**config.mk**
```make
export PLATFORM = sky130hd
export DESIGN_NAME = dbg_uart_cmd_ctrl
export DESIGN_NICKNAME = d
export VERILOG_FILES = /design/src/rtl/dbg_uart_cmd_ctrl.sv
export SDC_FILE = /design/constraint.sdc
export NUM_CORES = 1
export LEC_CHECK = 0
export CAP_MARGIN = 20
export CORE_MARGIN = 5
export CORE_UTILIZATION = 27
export CTS_BUF_LIST = sky130_fd_sc_hd__clkbuf_8 sky130_fd_sc_hd__clkbuf_16
export CTS_CLUSTER_DIAMETER = 80
export DETAILED_ROUTE_END_ITERATION = 8
export SYNTH_ARGS = -nofsm -noshare
export SYNTH_HDL_FRONTEND = slang
export SYNTH_SLANG_ARGS = --single-unit
```
**constraint.sdc**
```tcl
create_clock -name clk -period 10.5 [get_ports clk]
set_clock_uncertainty 0.05 [all_clocks]
set_input_delay 1.05 -clock clk [delete_from_list [all_inputs] [get_ports clk]]
set_output_delay 1.05 -clock clk [all_outputs]
set_load 0.02 [all_outputs]
```
**src/rtl/dbg_uart_cmd_ctrl.sv**
```systemverilog
// dbg_uart_cmd_ctrl: UART debug command controller.
//   Buffers bytes from uart_rx in a small FIFO, parses framed debug commands
//   (CMD, optional LEN, address, header checksum, optional write data), issues
//   one valid/ready command per beat to dbg_module and returns read data plus a
//   status byte per frame through uart_tx.
// Ports:
//   clk, rst_i              clock, asynchronous active-high reset
//   rx_valid_i, rx_data_i   received byte strobe and data
//   tx_data_o, tx_valid_o,  byte to transmit, handshake with tx_ready_i
//   tx_ready_i
//   cmd_o, addr_o, wdata_o  beat command, address and write data
//   cmd_valid_o, cmd_ready_i beat request / completion
//   rdata_i                 read data, valid with cmd_ready_i
//   overflow_o              sticky RX drop flag
//   busy_o                  parser not idle
module dbg_uart_cmd_ctrl #(
  parameter int unsigned ADDR_BYTES     = 4,
  parameter int unsigned DATA_BYTES     = 4,
  parameter int unsigned MAX_BURST      = 16,
  parameter int unsigned RX_DEPTH       = 16,
  parameter int unsigned TIMEOUT_CYCLES = 100000
) (
  input  logic                    clk,
  input  logic                    rst_i,
  input  logic                    rx_valid_i,
  input  logic [7:0]              rx_data_i,
  output logic [7:0]              tx_data_o,
  output logic                    tx_valid_o,
  input  logic                    tx_ready_i,
  output logic [7:0]              cmd_o,
  output logic [8*ADDR_BYTES-1:0] addr_o,
  output logic [8*DATA_BYTES-1:0] wdata_o,
  output logic                    cmd_valid_o,
  input  logic                    cmd_ready_i,
  input  logic [8*DATA_BYTES-1:0] rdata_i,
  output logic                    overflow_o,
  output logic                    busy_o
);

  localparam int unsigned AW = 8 * ADDR_BYTES;
  localparam int unsigned DW = 8 * DATA_BYTES;
  localparam int unsigned PW = $clog2(RX_DEPTH);
  localparam int unsigned TW = $clog2(TIMEOUT_CYCLES + 1);

  localparam logic [7:0] ST_OK  = 8'hAA;
  localparam logic [7:0] ST_CHK = 8'hE1;
  localparam logic [7:0] ST_TMO = 8'hE2;
  localparam logic [7:0] ST_LEN = 8'hE3;
  localparam logic [7:0] ST_OVF = 8'hE4;

  typedef enum logic [3:0] {
    StIdle, StCmd, StLen, StAddr, StHchk, StWdata, StExec, StRdata, StStatus
  } state_e;

  state_e          r_state, w_state_d;
  logic [7:0]      r_mem [RX_DEPTH];
  logic [PW:0]     r_wptr, r_rptr;
  logic [7:0]      r_cmd, r_len, r_chk, r_beat, r_status;
  logic [1:0]      r_bcnt;
  logic [AW-1:0]   r_addr_cur, r_addr_o;
  logic [DW-1:0]   r_wbuf, r_wdata_o, r_rdata, w_wbuf_next;
  logic [TW-1:0]   r_tmo;
  logic            r_cmd_valid, r_overflow, r_frame_ovf;

  logic            w_empty, w_full, w_push, w_drop, w_pop, w_flush;
  logic [7:0]      w_head, w_err_code, w_tx_data;
  logic            w_mem, w_wr, w_rd, w_burst, w_len_bad;
  logic            w_tmo_active, w_tmo_hit, w_to_status, w_enter_exec, w_ovf_now;

  // ---------------- RX FIFO ----------------
  assign w_empty = (r_wptr == r_rptr);
  assign w_full  = (r_wptr[PW] != r_rptr[PW]) && (r_wptr[PW-1:0] == r_rptr[PW-1:0]);
  // Fullness is judged before any same-cycle pop, so a full FIFO always drops.
  assign w_push  = rx_valid_i && !w_full;
  assign w_drop  = rx_valid_i && w_full;
  assign w_head  = r_mem[r_rptr[PW-1:0]];

  always_ff @(posedge clk) begin
    if (w_push) r_mem[r_wptr[PW-1:0]] <= rx_data_i;
  end

  always_ff @(posedge clk or posedge rst_i) begin
    if (rst_i) begin
      r_wptr <= '0;
      r_rptr <= '0;
    end else if (w_flush) begin
      r_wptr <= '0;
      r_rptr <= '0;
    end else begin
      if (w_push) r_wptr <= r_wptr + 1'b1;
      if (w_pop)  r_rptr <= r_rptr + 1'b1;
    end
  end

  // ---------------- Decode ----------------
  assign w_mem        = r_cmd[7];
  assign w_wr         = r_cmd[7] & r_cmd[6];
  assign w_rd         = r_cmd[7] & ~r_cmd[6];
  assign w_burst      = r_cmd[7] & r_cmd[5];
  assign w_len_bad    = w_burst && ((r_len == 8'd0) || (r_len > 8'(MAX_BURST)));
  assign w_tmo_active = (r_state == StCmd) || (r_state == StLen) || (r_state == StAddr) ||
                        (r_state == StHchk) || (r_state == StWdata);
  assign w_tmo_hit    = w_tmo_active && w_empty && (r_tmo == TW'(TIMEOUT_CYCLES - 1));
  assign w_ovf_now    = r_frame_ovf | w_drop;
  assign w_to_status  = (w_state_d == StStatus) && (r_state != StStatus);
  assign w_enter_exec = (w_state_d == StExec) && (r_state != StExec);

  always_comb begin
    w_wbuf_next = r_wbuf;
    w_wbuf_next[{r_bcnt, 3'b000} +: 8] = w_head;
  end

  // ---------------- Next state ----------------
  always_comb begin
    w_state_d  = r_state;
    w_pop      = 1'b0;
    w_flush    = 1'b0;
    w_err_code = ST_OK;
    unique case (r_state)
      StIdle: begin
        if (!w_empty) begin
          w_pop     = 1'b1;
          w_state_d = StCmd;
        end
      end
      StCmd: begin
        if (w_burst)    w_state_d = StLen;
        else if (w_mem) w_state_d = StAddr;
        else            w_state_d = StHchk;
      end
      StLen: begin
        if (!w_empty) begin
          w_pop     = 1'b1;
          w_state_d = StAddr;
        end
      end
      StAddr: begin
        if (!w_empty) begin
          w_pop = 1'b1;
          if (r_bcnt == 2'(ADDR_BYTES - 1)) w_state_d = StHchk;
        end
      end
      StHchk: begin
        if (!w_empty) begin
          w_pop = 1'b1;
          if (w_head != r_chk) begin
            w_state_d  = StStatus;
            w_err_code = ST_CHK;
          end else if (w_len_bad) begin
            w_state_d  = StStatus;
            w_err_code = ST_LEN;
          end else if (w_wr) begin
            w_state_d = StWdata;
          end else begin
            w_state_d = StExec;
          end
        end
      end
      StWdata: begin
        if (!w_empty) begin
          w_pop = 1'b1;
          if (r_bcnt == 2'(DATA_BYTES - 1)) w_state_d = StExec;
        end
      end
      StExec: begin
        if (r_cmd_valid && cmd_ready_i) begin
          if (w_rd)                           w_state_d = StRdata;
          else if (r_beat + 8'd1 != r_len)    w_state_d = w_wr ? StWdata : StExec;
          else                                w_state_d = StStatus;
        end
      end
      StRdata: begin
        // r_beat already counts the beat being returned.
        if (tx_ready_i && (r_bcnt == 2'(DATA_BYTES - 1)))
          w_state_d = (r_beat == r_len) ? StStatus : StExec;
      end
      StStatus: begin
        if (tx_ready_i) begin
          w_state_d = StIdle;
          w_flush   = (r_status != ST_OK);
        end
      end
      default: w_state_d = StIdle;
    endcase
    if (w_tmo_hit) begin
      w_state_d  = StStatus;
      w_err_code = ST_TMO;
    end
  end

  // ---------------- State and datapath ----------------
  always_ff @(posedge clk or posedge rst_i) begin
    if (rst_i) begin
      r_state     <= StIdle;
      r_cmd       <= '0;
      r_len       <= '0;
      r_chk       <= '0;
      r_beat      <= '0;
      r_bcnt      <= '0;
      r_status    <= '0;
      r_addr_cur  <= '0;
      r_addr_o    <= '0;
      r_wbuf      <= '0;
      r_wdata_o   <= '0;
      r_rdata     <= '0;
      r_tmo       <= '0;
      r_cmd_valid <= 1'b0;
      r_overflow  <= 1'b0;
      r_frame_ovf <= 1'b0;
    end else begin
      r_state <= w_state_d;
      if (w_drop) r_overflow <= 1'b1;
      // A drop in the cycle the status is latched is already folded into it.
      if (w_to_status)  r_frame_ovf <= 1'b0;
      else if (w_drop)  r_frame_ovf <= 1'b1;
      if (w_to_status)  r_status <= w_ovf_now ? ST_OVF : w_err_code;
      if (!w_tmo_active || w_pop) r_tmo <= '0;
      else if (w_empty)           r_tmo <= r_tmo + TW'(1);
      if (w_enter_exec && w_mem) begin
        r_addr_o <= r_addr_cur;
        if (r_state == StWdata) r_wdata_o <= w_wbuf_next;
      end
      case (r_state)
        StIdle: begin
          if (w_pop) begin
            r_cmd  <= w_head;
            r_chk  <= w_head;
            r_len  <= 8'd1;
            r_bcnt <= '0;
            r_beat <= '0;
          end
        end
        StLen: begin
          if (w_pop) begin
            r_len <= w_head;
            r_chk <= r_chk ^ w_head;
          end
        end
        StAddr: begin
          if (w_pop) begin
            r_addr_cur[{r_bcnt, 3'b000} +: 8] <= w_head;
            r_chk  <= r_chk ^ w_head;
            r_bcnt <= (r_bcnt == 2'(ADDR_BYTES - 1)) ? 2'd0 : r_bcnt + 2'd1;
          end
        end
        StWdata: begin
          if (w_pop) begin
            r_wbuf <= w_wbuf_next;
            r_bcnt <= (r_bcnt == 2'(DATA_BYTES - 1)) ? 2'd0 : r_bcnt + 2'd1;
          end
        end
        StExec: begin
          if (!r_cmd_valid) begin
            r_cmd_valid <= 1'b1;
          end else if (cmd_ready_i) begin
            r_cmd_valid <= 1'b0;
            r_rdata     <= rdata_i;
            r_beat      <= r_beat + 8'd1;
            if (w_mem) r_addr_cur <= r_addr_cur + AW'(DATA_BYTES);
          end
        end
        StRdata: begin
          if (tx_ready_i) r_bcnt <= (r_bcnt == 2'(DATA_BYTES - 1)) ? 2'd0 : r_bcnt + 2'd1;
        end
        default: ;
      endcase
    end
  end

  always_comb begin
    w_tx_data = 8'h00;
    if (r_state == StRdata)       w_tx_data = r_rdata[{r_bcnt, 3'b000} +: 8];
    else if (r_state == StStatus) w_tx_data = r_status;
  end

  assign tx_data_o   = w_tx_data;
  assign tx_valid_o  = (r_state == StRdata) || (r_state == StStatus);
  assign cmd_o       = r_cmd;
  assign addr_o      = r_addr_o;
  assign wdata_o     = r_wdata_o;
  assign cmd_valid_o = r_cmd_valid;
  assign overflow_o  = r_overflow;
  assign busy_o      = (r_state != StIdle);

endmodule

```
After elaboration in Yosys (flattened, before gate mapping)
Memory sizes are Yosys's and may differ from the RTL's.
Cells that the tools add are included.
W data, S select, Z words.
{"block": "totals", "ramBits": 128, "latch_bits": 0, "rom_bits": 0, "word_cells": 175, "regBits": 236, "mem_count": 1}
{"memory": "r_mem", "words": 16, "word_bits": 8, "read_ports": 1, "rd_ports_with_merged_regs": 0, "write_ports": 1, "line": "56", "rtl": "logic [7:0] r_mem [RX_DEPTH];"}
{"block": "classes", "div_mod_pow": 0, "reduce_logical": 44, "n_lt_le_gt_ge": 1, "bitwise_logic": 6, "eq_ne": 30, "mux": 65, "shift": 3, "n_mul": 0, "addsub": 7}
{"op": "$mux W32", "count": 4}
{"op": "$mux W8", "count": 10}
{"op": "$bwmux W32", "count": 2}
{"op": "$mux W4", "count": 16}
{"op": "$pmux W32 S2", "count": 1}
{"op": "$pmux W8 S2", "count": 3}
{"op": "$pmux W4 S9", "count": 1}
{"op": "$mux W17", "count": 2}
{"op": "$add A32 B3 Y32 const B", "count": 1}
{"op": "$shift A8 B7 Y32 const A", "count": 1}
{"op": "$shiftx A32 B6 Y8", "count": 1}
{"op": "$shiftx A8 B7 Y32", "count": 1}
{"op": "$mux W7", "count": 4}
{"op": "$eq A4 B3 Y1 const B", "count": 5}
{"op": "$mux W5", "count": 4}
{"op": "$add A17 B1 Y17 const B", "count": 1}
{"op": "$eq A17 B17 Y1 const B", "count": 1}
{"op": "$ne A8 B8 Y1", "count": 2}
{"op": "$reduce_bool A2 Y1", "count": 8}
{"op": "$ne A2 B2 Y1 const B", "count": 7}
{"op": "$logic_and A1 B1 Y1", "count": 11}
{"op": "$add A5 B1 Y5 const B", "count": 2}
{"op": "$mux W1", "count": 10}
{"op": "$mux W2", "count": 5}
{"op": "other kinds (34)", "count": 53}

Logic depth before layout (Yosys ltp)
Gate-level depths: netlist of the first run.
{"block": "depth", "word_depth": 12, "mapped_depth": 13, "ltp_nobuf": 10}

Worst setup path before layout of the first run
OpenSTA, ideal clock, no wires.
{"block": "synth_timing", "kind": "reg2reg", "startpoint": "register r_beat[0]", "endpoint": "register r_addr_o[0] (netlist: addr_o[0])", "stages_incl_launch_ff": 12, "setup_slack_ps": 7184, "t_arrival_ps": 3141, "required_ps": 10325, "cell_sequence": "dfrtp_1 -> ha_1 -> nand3_1 -> or3_1 -> a211o_1 -> nor4_1 -> a211oi_1 -> o21bai_1 -> o211ai_1 -> nor4b_4 -> buf_8 -> mux2_4"}
{"block": "synth_between", "elab_chain_cells": 10}
{"item": "start: declaration", "line": "58", "rtl": "logic [7:0] r_cmd, r_len, r_chk, r_beat, r_status;"}
{"item": "start signal: assignment", "line": "258", "rtl": "r_beat <= r_beat + 8'd1;"}
{"item": "$add A8 B1 Y8", "line": "168", "rtl": "else if (r_beat + 8'd1 != r_len) w_state_d = w_wr ? StWdata : StExec;"}
{"item": "$ne A8 B8 Y1", "line": "168"}
{"item": "$mux W4", "line": "168"}
{"item": "$mux W4", "line": "167", "rtl": "if (w_rd) w_state_d = StRdata;"}
{"item": "$mux W4", "line": "166", "rtl": "if (r_cmd_valid && cmd_ready_i) begin"}
{"item": "$pmux W4 S9", "line": "119", "rtl": "unique case (r_state)"}
{"item": "$mux W4", "line": "185", "rtl": "if (w_tmo_hit) begin"}
{"item": "named net w_state_d[0]", "line": "55", "rtl": "state_e r_state, w_state_d;"}
{"item": "$eq A4 B3 Y1", "line": "106", "rtl": "assign w_enter_exec = (w_state_d == StExec) && (r_state != StExec);"}
{"item": "$logic_and A1 B1 Y1", "line": "106"}
{"item": "$logic_and A1 B1 Y1", "line": "219", "rtl": "if (w_enter_exec && w_mem) begin"}
{"item": "end signal: assignment", "line": "220", "rtl": "r_addr_o <= r_addr_cur;"}
{"item": "end: declaration", "line": "60", "rtl": "logic [AW-1:0] r_addr_cur, r_addr_o;"}
The timed path passes the listed nets, and every way through them passes these cells.
A chain may end at the register's enable or synchronous reset.

Worst setup path in the final report of the first run
{"block": "layout_timing", "startpoint": "register r_rptr[1]", "endpoint": "register r_addr_o[30] (netlist: addr_o[30])"}
{"block": "layout_between", "elab_chain_cells": 9}
{"item": "start: declaration", "line": "57", "rtl": "logic [PW:0] r_wptr, r_rptr;"}
{"item": "start signal: assignment", "line": "91", "rtl": "if (w_pop) r_rptr <= r_rptr + 1'b1;"}
{"item": "$mem_v2 Z16 W8"}
{"item": "$ne A8 B8 Y1", "line": "146", "rtl": "if (w_head != r_chk) begin"}
{"item": "$mux W4", "line": "146"}
{"item": "$mux W4", "line": "144", "rtl": "if (!w_empty) begin"}
{"item": "$pmux W4 S9", "line": "119"}
{"item": "$mux W4 (*)", "line": "185"}
{"item": "named net w_state_d[0]", "line": "55"}
{"item": "$eq A4 B3 Y1 (*)", "line": "106"}
{"item": "$logic_and A1 B1 Y1 (*)", "line": "106"}
{"item": "$logic_and A1 B1 Y1 (*)", "line": "219"}
Mark *: on every way through the listed nets, which the timed path passes. The rest lies on a longest branch.

==> impl_metrics.toml, run 1 <==
[power]
combinationalPowerShare = 0.373
pwr-share-clk = 0.260
power_w = 0.00579
p_sw_w = 0.00220
cellLeakagePower_nw = 8.07
ir_drop_uv = 125
power_density_nw_per_um2 = 287
p_int_w = 0.00360
p_seq_frac = 0.368
switching_share = 0.379

[min_path]
worstHoldPathCells = 1
hp-class = "reg2reg"

[timing]
layout_setup_ws_ps = 5880
fmax_mhz = 217
worst_pin_slew_ps = 1040
hold_violations = 0
setup_violations = 0
slew_headroom = 0.306
rsz0062_at_grt = "no"
setup_tns_ps = 0
min_period_ps = 4620
drv_slew = 0
period_share = 0.440

[clocking]
cts_resized = 0
htree_levels = 2
insertion_delay_ps = 550
post_cts_buffers = 0
cts_tree = "yes"
clk_path_buf_depth = 3
numClockSinks = 362
numCtsBuffers = 42
cts_root_buffer = "clkbuf_16"
clk_pin_slew_ps = 60
ctsHoldBuffers = 0

[final_layout]
nFillCells = 6114
num_antenna_cells = 0
area_growth_pct = 20.9
fin_nets = 1649
register_area_um2 = 9700
layout-drive-gt1-share = 0.105
multi_input_area_um2 = 6540

[worst_setup_path]
worstSetupStartpointType = "register"
crit_path_max_fanout = 45
worstSetupEndpointType = "register"
path_cells = "buf_4 -> xor2_1 -> nor4_2 -> and2_1 -> nor3_1 -> nand2_1 -> o211ai_1 -> nor4b_4 -> buf_4 -> mux2_2"
cpPeakStageDelay_ps = 620
crit_top_cell = "buf_4"
cp.required_ps = 10890
slowest_stage = "nand2_1"
worstPathArrival_ps = 5010
critical_path_class = "reg2reg"
ff2ff_path_depth = 10

[synthesis]
synth_area_um2 = 16700
postSynth.asyncResetShare = 0.646
synth_top_cell_by_area = "dfrtp_1"
yosys.cell_types.count = 83
ys_warn_count = 0
synth-edff-count = 128
synthTopCellsByArea = "dfrtp_1 35%, edfxtp_1 23%, nand2_1 4.9%"
syn_area_per_cell_um2 = 11.4
ys_ff_latch = 362
synthCells = 1469
yosys-top-cells-count = "234 x dfrtp_1, 219 x nand2_1, 157 x nor2_1"
synth_fp_nets = 1526
synth_ff_type = "dfrtp_1"
yosysSeqAreaShare = 0.581
yosysMostFrequentCell = "dfrtp_1"
synth_top_area_frac = 0.351

[drt]
drc = 0
postRouteAntennaNets = 0
drt_first_iter_violations = 1091
vias = 12000
via_per_inst = 4.98
drt_pre_antenna_iters = 6
wire_per_inst_um = 18.7
wirelength_um = 45200

[floorplanning]
die_area_um2 = 66900
fp.coreArea_um2 = 61500
die_w_um = 259
rows = 91
start_util = 0.271
fp.dieH_um = 259
io_pins = 129

[placed_design]
dpl.hpwl_um = 31200
io_buffers = 128
post-place-ws_ps = 5860
place_congestion = 0.880

[global_routing]
grt_max_degree = 111
grt_pass1_vias = 12100
grt_overflow = 0
grt_pass1_wl_um = 70400
grt_antenna_before_repair = 0
grt_use_total = 0.131

[outcome]
status = "completed"

[job]
maxCapViolCount = 0
## sequential cells by signal, indices dropped and copies added (netlist names), 2 cells and up
| register | cells |
|---|---|
| r_rdata | 32 |
| r_wptr | 5 |
| r_addr_cur | 32 |
| r_len | 8 |
| r_mem | 128 |
| r_rptr | 5 |
| cmd_o | 8 |
| r_chk | 8 |
| r_status | 6 |
| addr_o | 32 |
| r_bcnt | 2 |
| r_wbuf | 32 |
| r_tmo | 17 |
| r_beat | 8 |
| r_state | 4 |
| wdata_o | 32 |
## placed cells by master, fill, tap and decap left out, types with 25 or more instances in the layout
cell and n:
a22o_1 36, xor2_1 25, mux2i_1 32, mux2_4 30, xnor2_1 27, edfxtp_1 128
dfrtp_1 234, nand2_1 219, clkbuf_16 43, nor2_1 155, o21ai_0 76, clkdlybuf4s50_1 128
a21oi_1 114, nand3_1 39
## worst max-delay path, delay by kind of cell (launching register included)
family	cells	cell delay [ps]
muxes	1	400
DFF	1	320
xor gates and xnor gates	1	170
and+or+nand+nor	5	2120
buffers and inverters	2	1050
AOI/OAI and AO/OA	1	320
## layout make-up
class	instances	area share
flip-flops and latches	362	0.481
clock inverters	27	0.0148
clock buffers	46	0.0554
inverters	25	0.00502
multi-input cells	1014	0.324
well taps	790	0.0490
repair buffers	147	0.0709
## routing by layer
layer | global-route usage | vias to the layer above | routed length, um
met5 | 0 | - | 0
met4 | 0.0341 | 0 | 1130
met3 | 0.0286 | 72 | 2920
met2 | 0.212 | 384 | 21200
met1 | 0.180 | 5991 | 19900
li1 | - | 5550 | -
## power by group through the flow
stage / logic [W] / clock network (W) / registers, W
2_1_floorplan: 0.00147 / 0 / 0.00209
6_report: 0.00216 / 0.00151 / 0.00213
3_3_place_gp: 0.00210 / 0 / 0.00215
5_1_grt: 0.00235 / 0.00160 / 0.00218
3_5_place_dp: 0.00216 / 0 / 0.00215
4_1_cts: 0.00217 / 0.00155 / 0.00213
## cell families (layout without fill, tap and decap cells)
kind of cell    after synthesis  count (layout)  share of synthesized area
simple gates                523             523                      0.139
mux                         108             108                     0.0961
xor+xnor                     52              52                     0.0273
buf+inv                      93             245                     0.0285
compound gates              319             319                      0.119
flops                       362             362                      0.581
fa+ha+maj                    12              12                    0.00900
## path summary, 6_finish.rpt
kind	from	endpoint	slack (ps)
worst max-delay path	r_rptr[1]	addr_o[30]	5880
worst min-delay path	overflow_o	overflow_o	420
worst max register to register	r_rptr[1]	addr_o[30]	5880
worst min register to register	overflow_o	overflow_o	420
max in group asynchronous	rst_i	cmd_o[7]	7340
min in group asynchronous	rst_i	r_rdata[5]	950
## per-stage QoR
step	cell area [um2]	utilization	hold WS (ps)	instances
after global placement	18700	0.305	407	2336
final	20200	0.328	418	2411
after detailed placement	18800	0.305	408	2337
after CTS	20200	0.328	427	2410
after floorplan	16700	-	390	1469
after global routing	20200	0.328	447	2411
Note: power is estimated with default switching activity, not from simulation.
==> inputs of run 2 (changes only) <==
clock period = 4.4 ns   (was 10.5 ns; I/O delays follow)
==> run 2 against run 1 <==
Effect of this change:
- routed wire length grew 3.7%
- sequential cell count is the same
- non-clock buffer count grew 40
- die area is the same
- total power grew 140%
- final cell count grew 1.6%
- global-route usage grew 0.50 points
- critical path depth grew 1
- critical endpoint unchanged
- largest power group unchanged
==> impl_metrics.toml, run 2 (same netlist as run 1, synthesis figures left out) <==
[outcome]
status = "completed"

[worst_setup_path]
ff2ff_path_depth = 11
crit_start = "r_rptr[0]"
path_cells = "buf_12 -> mux2i_1 -> mux4_2 -> xor2_1 -> o21ai_0 -> o31ai_1 -> nand4_2 -> o31a_1 -> nor4b_4 -> buf_12 -> mux2_2"
worstReg2RegStart = "r_rptr[0]"
cpPeakStageDelay_ps = 620
worstPathArrival_ps = 4190
crit_path_max_fanout = 32
slowest_stage = "dfrtp_1"
crit_top_cell = "buf_12"
cp.required_ps = 4810
critical_path_class = "reg2reg"
worstSetupStartpointType = "register"
worstSetupEndpointType = "register"

[final_layout]
final_cell_mix = "234 x dfrtp_1, 219 x nand2_1, 155 x nor2_1"
multi_input_area_um2 = 6530
largest_reg_flops = 128
num_antenna_cells = 0
fin_util = 0.333
area_growth_pct = 22.6
layout-drive-gt1-share = 0.124
register_area_um2 = 9700
nFillCells = 6090
stdcell_area_um2 = 20500
fin_nets = 1686
final_common_cell = "dfrtp_1"

[floorplanning]
rows = 91
io_pins = 129
fp.coreArea_um2 = 61500
fp.dieH_um = 259
die_w_um = 259
die_area_um2 = 66900
start_util = 0.271

[clocking]
cts_root_buffer = "clkbuf_16"
clk_path_buf_depth = 3
numCtsBuffers = 39
cts_resized = 0
cts_tree = "yes"
htree_levels = 2
post_cts_buffers = 0
ctsHoldBuffers = 0
insertion_delay_ps = 580
clk_pin_slew_ps = 60
numClockSinks = 362

[placed_design]
io_buffers = 128
place_congestion = 0.921
dpl-instance-area_um2 = 19100
dpl.hpwl_um = 32300

[power]
switching_share = 0.380
p_seq_frac = 0.358
p_sw_w = 0.00531
power_density_nw_per_um2 = 682
combinationalPowerShare = 0.393
ir_drop_uv = 278
p_int_w = 0.00865
pwr-share-clk = 0.249
cellLeakagePower_nw = 8.24

[timing]
worst_pin_slew_ps = 1010
setup_tns_ps = 0
fmax_mhz = 264
hold_violations = 0
min_period_ps = 3780
period_share = 0.860
slew_headroom = 0.326
rsz0062_at_grt = "no"
setup_violations = 0
drv_slew = 0

[drt]
drc = 0
drt_first_iter_violations = 1035
drt_pre_antenna_iters = 5
via_per_inst = 5.04
postRouteAntennaNets = 0
wire_per_inst_um = 19.1
vias = 12300
wirelength_um = 46800

[global_routing]
grt_pass1_vias = 12100
grt_overflow = 0
grt_antenna_before_repair = 0
grt_pass1_wl_um = 72700
grt_use_total = 0.136
grt_max_degree = 119

[min_path]
hp-class = "in2async"

[job]
maxCapViolCount = 0
[run 2: changes by cell type in the layout (fill, tap and decap cells not counted), sizes merged]
cell	before	now
buf	19	59
clkinv	17	15
clkinvlp	0	2
bufinv	6	5
inv	29	28
[run 2: worst max-delay path, delay by kind of cell, from the launching register on]
family / cells / cell delay (ps)
flops: 1 / 620
buf+inv: 2 / 520
simple gates: 2 / 550
compound gates: 3 / 800
xor+xnor: 1 / 150
mux: 3 / 950
[run 2: per-layer routing]
metal  vias to the layer above  wire [um]  global-route usage
met4                         0       1080              0.0354
met5                         -          0                   0
li1                       5642          -                   -
met2                       421      22500               0.225
met1                      6202      20300               0.184
met3                        72       2930              0.0282
[run 2: path summary, 6_finish.rpt]
| path | endpoint | slack [ps] |
|---|---|---|
| max | addr_o[30] | 620 |
| min | r_rdata[4] | 230 |
| max reg2reg | addr_o[30] | 620 |
| min reg2reg | r_rdata[23] | 420 |
| max in group asynchronous | r_wbuf[4] | 3030 |
| min in group clk | r_rdata[5] | 370 |
[run 2: power groups by stage]
stage / logic (W) / registers [W] / clock network (W)
after CTS: 0.00551 / 0.00499 / 0.00356
after detailed placement: 0.00548 / 0.00504 / 0
after floorplan: 0.00350 / 0.00498 / 0
after global routing: 0.00594 / 0.00509 / 0.00370
final: 0.00548 / 0.00499 / 0.00348
after global placement: 0.00537 / 0.00502 / 0
[run 2: stage by stage]
| step | total power [W] | cells | setup slack (ps) | hold WS (ps) |
|---|---|---|---|---|
| floorplan | 0.00848 | 1469 | 846 | 390 |
| global placement | 0.0104 | 2377 | 724 | 404 |
| detailed placement | 0.0105 | 2377 | 653 | 408 |
| CTS | 0.0141 | 2448 | 604 | 237 |
| global route | 0.0147 | 2449 | 342 | 275 |
| finish | 0.0140 | 2449 | 617 | 225 |
[run 2: area by class of cell]
cell class / instances / area share
timing repair buffer: 187 / 0.0867
multi-input combinational: 1014 / 0.319
tap: 790 / 0.0483
inverter: 25 / 0.00477
clock inverter: 25 / 0.0141
clock buffer: 46 / 0.0524
sequential: 362 / 0.474
==> inputs of run 3 (changes only) <==
CAP_MARGIN = 40   (was 20)
==> run 3 against run 2 <==
Effect of this change:
- sequential power barely moved
- register-to-register slack better by 80 ps
- via count shrank 1.3%
- fmax is 2.3% higher
- sequential cell count unchanged
- cell area grew 0.56%
- clock power up 5%
- combinational power hardly changed
- largest power group unchanged
- routed wire length is 0.42% lower
==> impl_metrics.toml, run 3 (same netlist as run 1, synthesis figures left out) <==
[outcome]
status = "completed"

[drt]
drt_pre_antenna_iters = 5
postRouteAntennaNets = 0
vias = 12200
wire_per_inst_um = 19.0
drc = 0
drt_first_iter_violations = 880
via_per_inst = 4.96
wirelength_um = 46600

[timing]
period_share = 0.841
drv_slew = 0
rsz0062_at_grt = "no"
holdWs_ps = 241
setup_tns_ps = 0
setup_violations = 0
slew_headroom = 0.450
fmax_mhz = 270
min_period_ps = 3700
hold_violations = 0
worst_pin_slew_ps = 816

[floorplanning]
fp.coreArea_um2 = 61500
start_util = 0.271
rows = 91
die_area_um2 = 66900
io_pins = 129
die_w_um = 259
fp.dieH_um = 259

[worst_setup_path]
crit_start = "r_rptr[0]"
path_buf_inv = 2
cpLargestDelayFamily = "multiplexers"
worstPathArrival_ps = 4100
crit_path_max_fanout = 32
cp.required_ps = 4800
crit_top_cell = "buf_12"
slowest_stage = "dfrtp_1"
regToRegSetupSlack_ps = 700
ff2ff_path_depth = 11
cpPeakStageDelay_ps = 620
worstReg2RegEnd = "addr_o[0]"
worstReg2RegStart = "r_rptr[0]"
worstSetupEndpointType = "register"
critical_path_class = "reg2reg"
worstSetupStartpointType = "register"
path_cells = "buf_12 -> mux2i_1 -> mux4_2 -> xor2_1 -> o21ai_0 -> o31ai_1 -> nand4_2 -> o31a_1 -> nor4b_4 -> buf_12 -> mux2_4"

[final_layout]
num_antenna_cells = 0
fin_nets = 1690
nFillCells = 6038
stdcell_area_um2 = 20600
fin_util = 0.335
layout-drive-gt1-share = 0.129
largest_reg_flops = 128
final_cell_mix = "234 x dfrtp_1, 219 x nand2_1, 155 x nor2_1"
final_common_cell = "dfrtp_1"
area_growth_pct = 23.2

[placed_design]
dpl.hpwl_um = 32400
dpl-instance-area_um2 = 19100
place_congestion = 0.921
io_buffers = 128

[global_routing]
grt_overflow = 0
grt_use_total = 0.135
grt_pass1_vias = 12200
grt_max_degree = 119
gr-max-usage-layer = "met2"
use_met2 = 0.220
grt_antenna_before_repair = 0
grt_pass1_wl_um = 72400
grt_util_met3 = 0.0285
met1_usage = 0.184

[clocking]
ctsHoldBuffers = 0
htree_levels = 2
cts_resized = 0
numCtsBuffers = 41
cts_root_buffer = "clkbuf_16"
post_cts_buffers = 0
cts_tree = "yes"
clk_pin_slew_ps = 60
clk_path_buf_depth = 3
numClockSinks = 362
insertion_delay_ps = 570

[power]
power_density_nw_per_um2 = 687
ir_drop_uv = 281
power_w = 0.0141
cellLeakagePower_nw = 8.30

[job]
maxCapViolCount = 0

[min_path]
hp-class = "in2async"
run 3: cell count changes in the layout (fill, tap and decap cells not counted), moves of 2 or more:
cell,before,now
clkbuf_16,39,42
clkinv_4,3,0
clkinv_2,5,8
buf_4,55,57
clkbuf_8,7,9
run 3: worst reg2reg max path, stage by stage, from the launching register on:
cell and delay (ps):
dfrtp_1 620, buf_12 230, mux2i_1 90, mux4_2 490, xor2_1 130, o21ai_0 90
o31ai_1 310, nand4_2 260, o31a_1 390, nor4b_4 270, buf_12 270, mux2_4 380
run 3: worst max path at each step:
stage                       endpoint  slack (ps)  depth (start not counted)
final                      addr_o[0]         700                         11
after detailed placement  addr_o[30]         630                         11
after floorplan            addr_o[0]         850                          1
after CTS                 addr_o[30]         620                         11
after global routing      addr_o[30]         380                         11
after global placement    addr_o[30]         720                         11
run 3: final cells by class:
| cell class | instances | area [um2] | area share |
|---|---|---|---|
| multi-input cells | 1014 | 6530 | 0.318 |
| repair buffers | 189 | 1790 | 0.0870 |
| clock inverters | 25 | 284 | 0.0138 |
| inverters | 25 | 97.6 | 0.00475 |
| well taps | 790 | 988 | 0.0481 |
| flip-flops and latches | 362 | 9700 | 0.472 |
| clock buffers | 51 | 1170 | 0.0571 |
run 3: where the power goes:
| part | total (W) | internal (W) | switching (W) |
|---|---|---|---|
| combinational | 0.00548 | 0.00232 | 0.00316 |
| clock | 0.00364 | 0.00220 | 0.00144 |
| sequential | 0.00499 | 0.00427 | 0.000720 |
run 3: routing by layer:
| layer | wire (um) | vias to the layer above |
|---|---|---|
| li1 | - | 5644 |
| met1 | 20500 | 6063 |
| met2 | 22100 | 400 |
| met3 | 2880 | 74 |
| met4 | 1150 | 0 |
| met5 | 0 | - |
run 3: stage by stage:
step	std cells	setup slack [ps]
floorplan	1469	846
global placement	2377	724
detailed placement	2380	633
CTS	2456	622
global route	2456	383
finish	2456	702
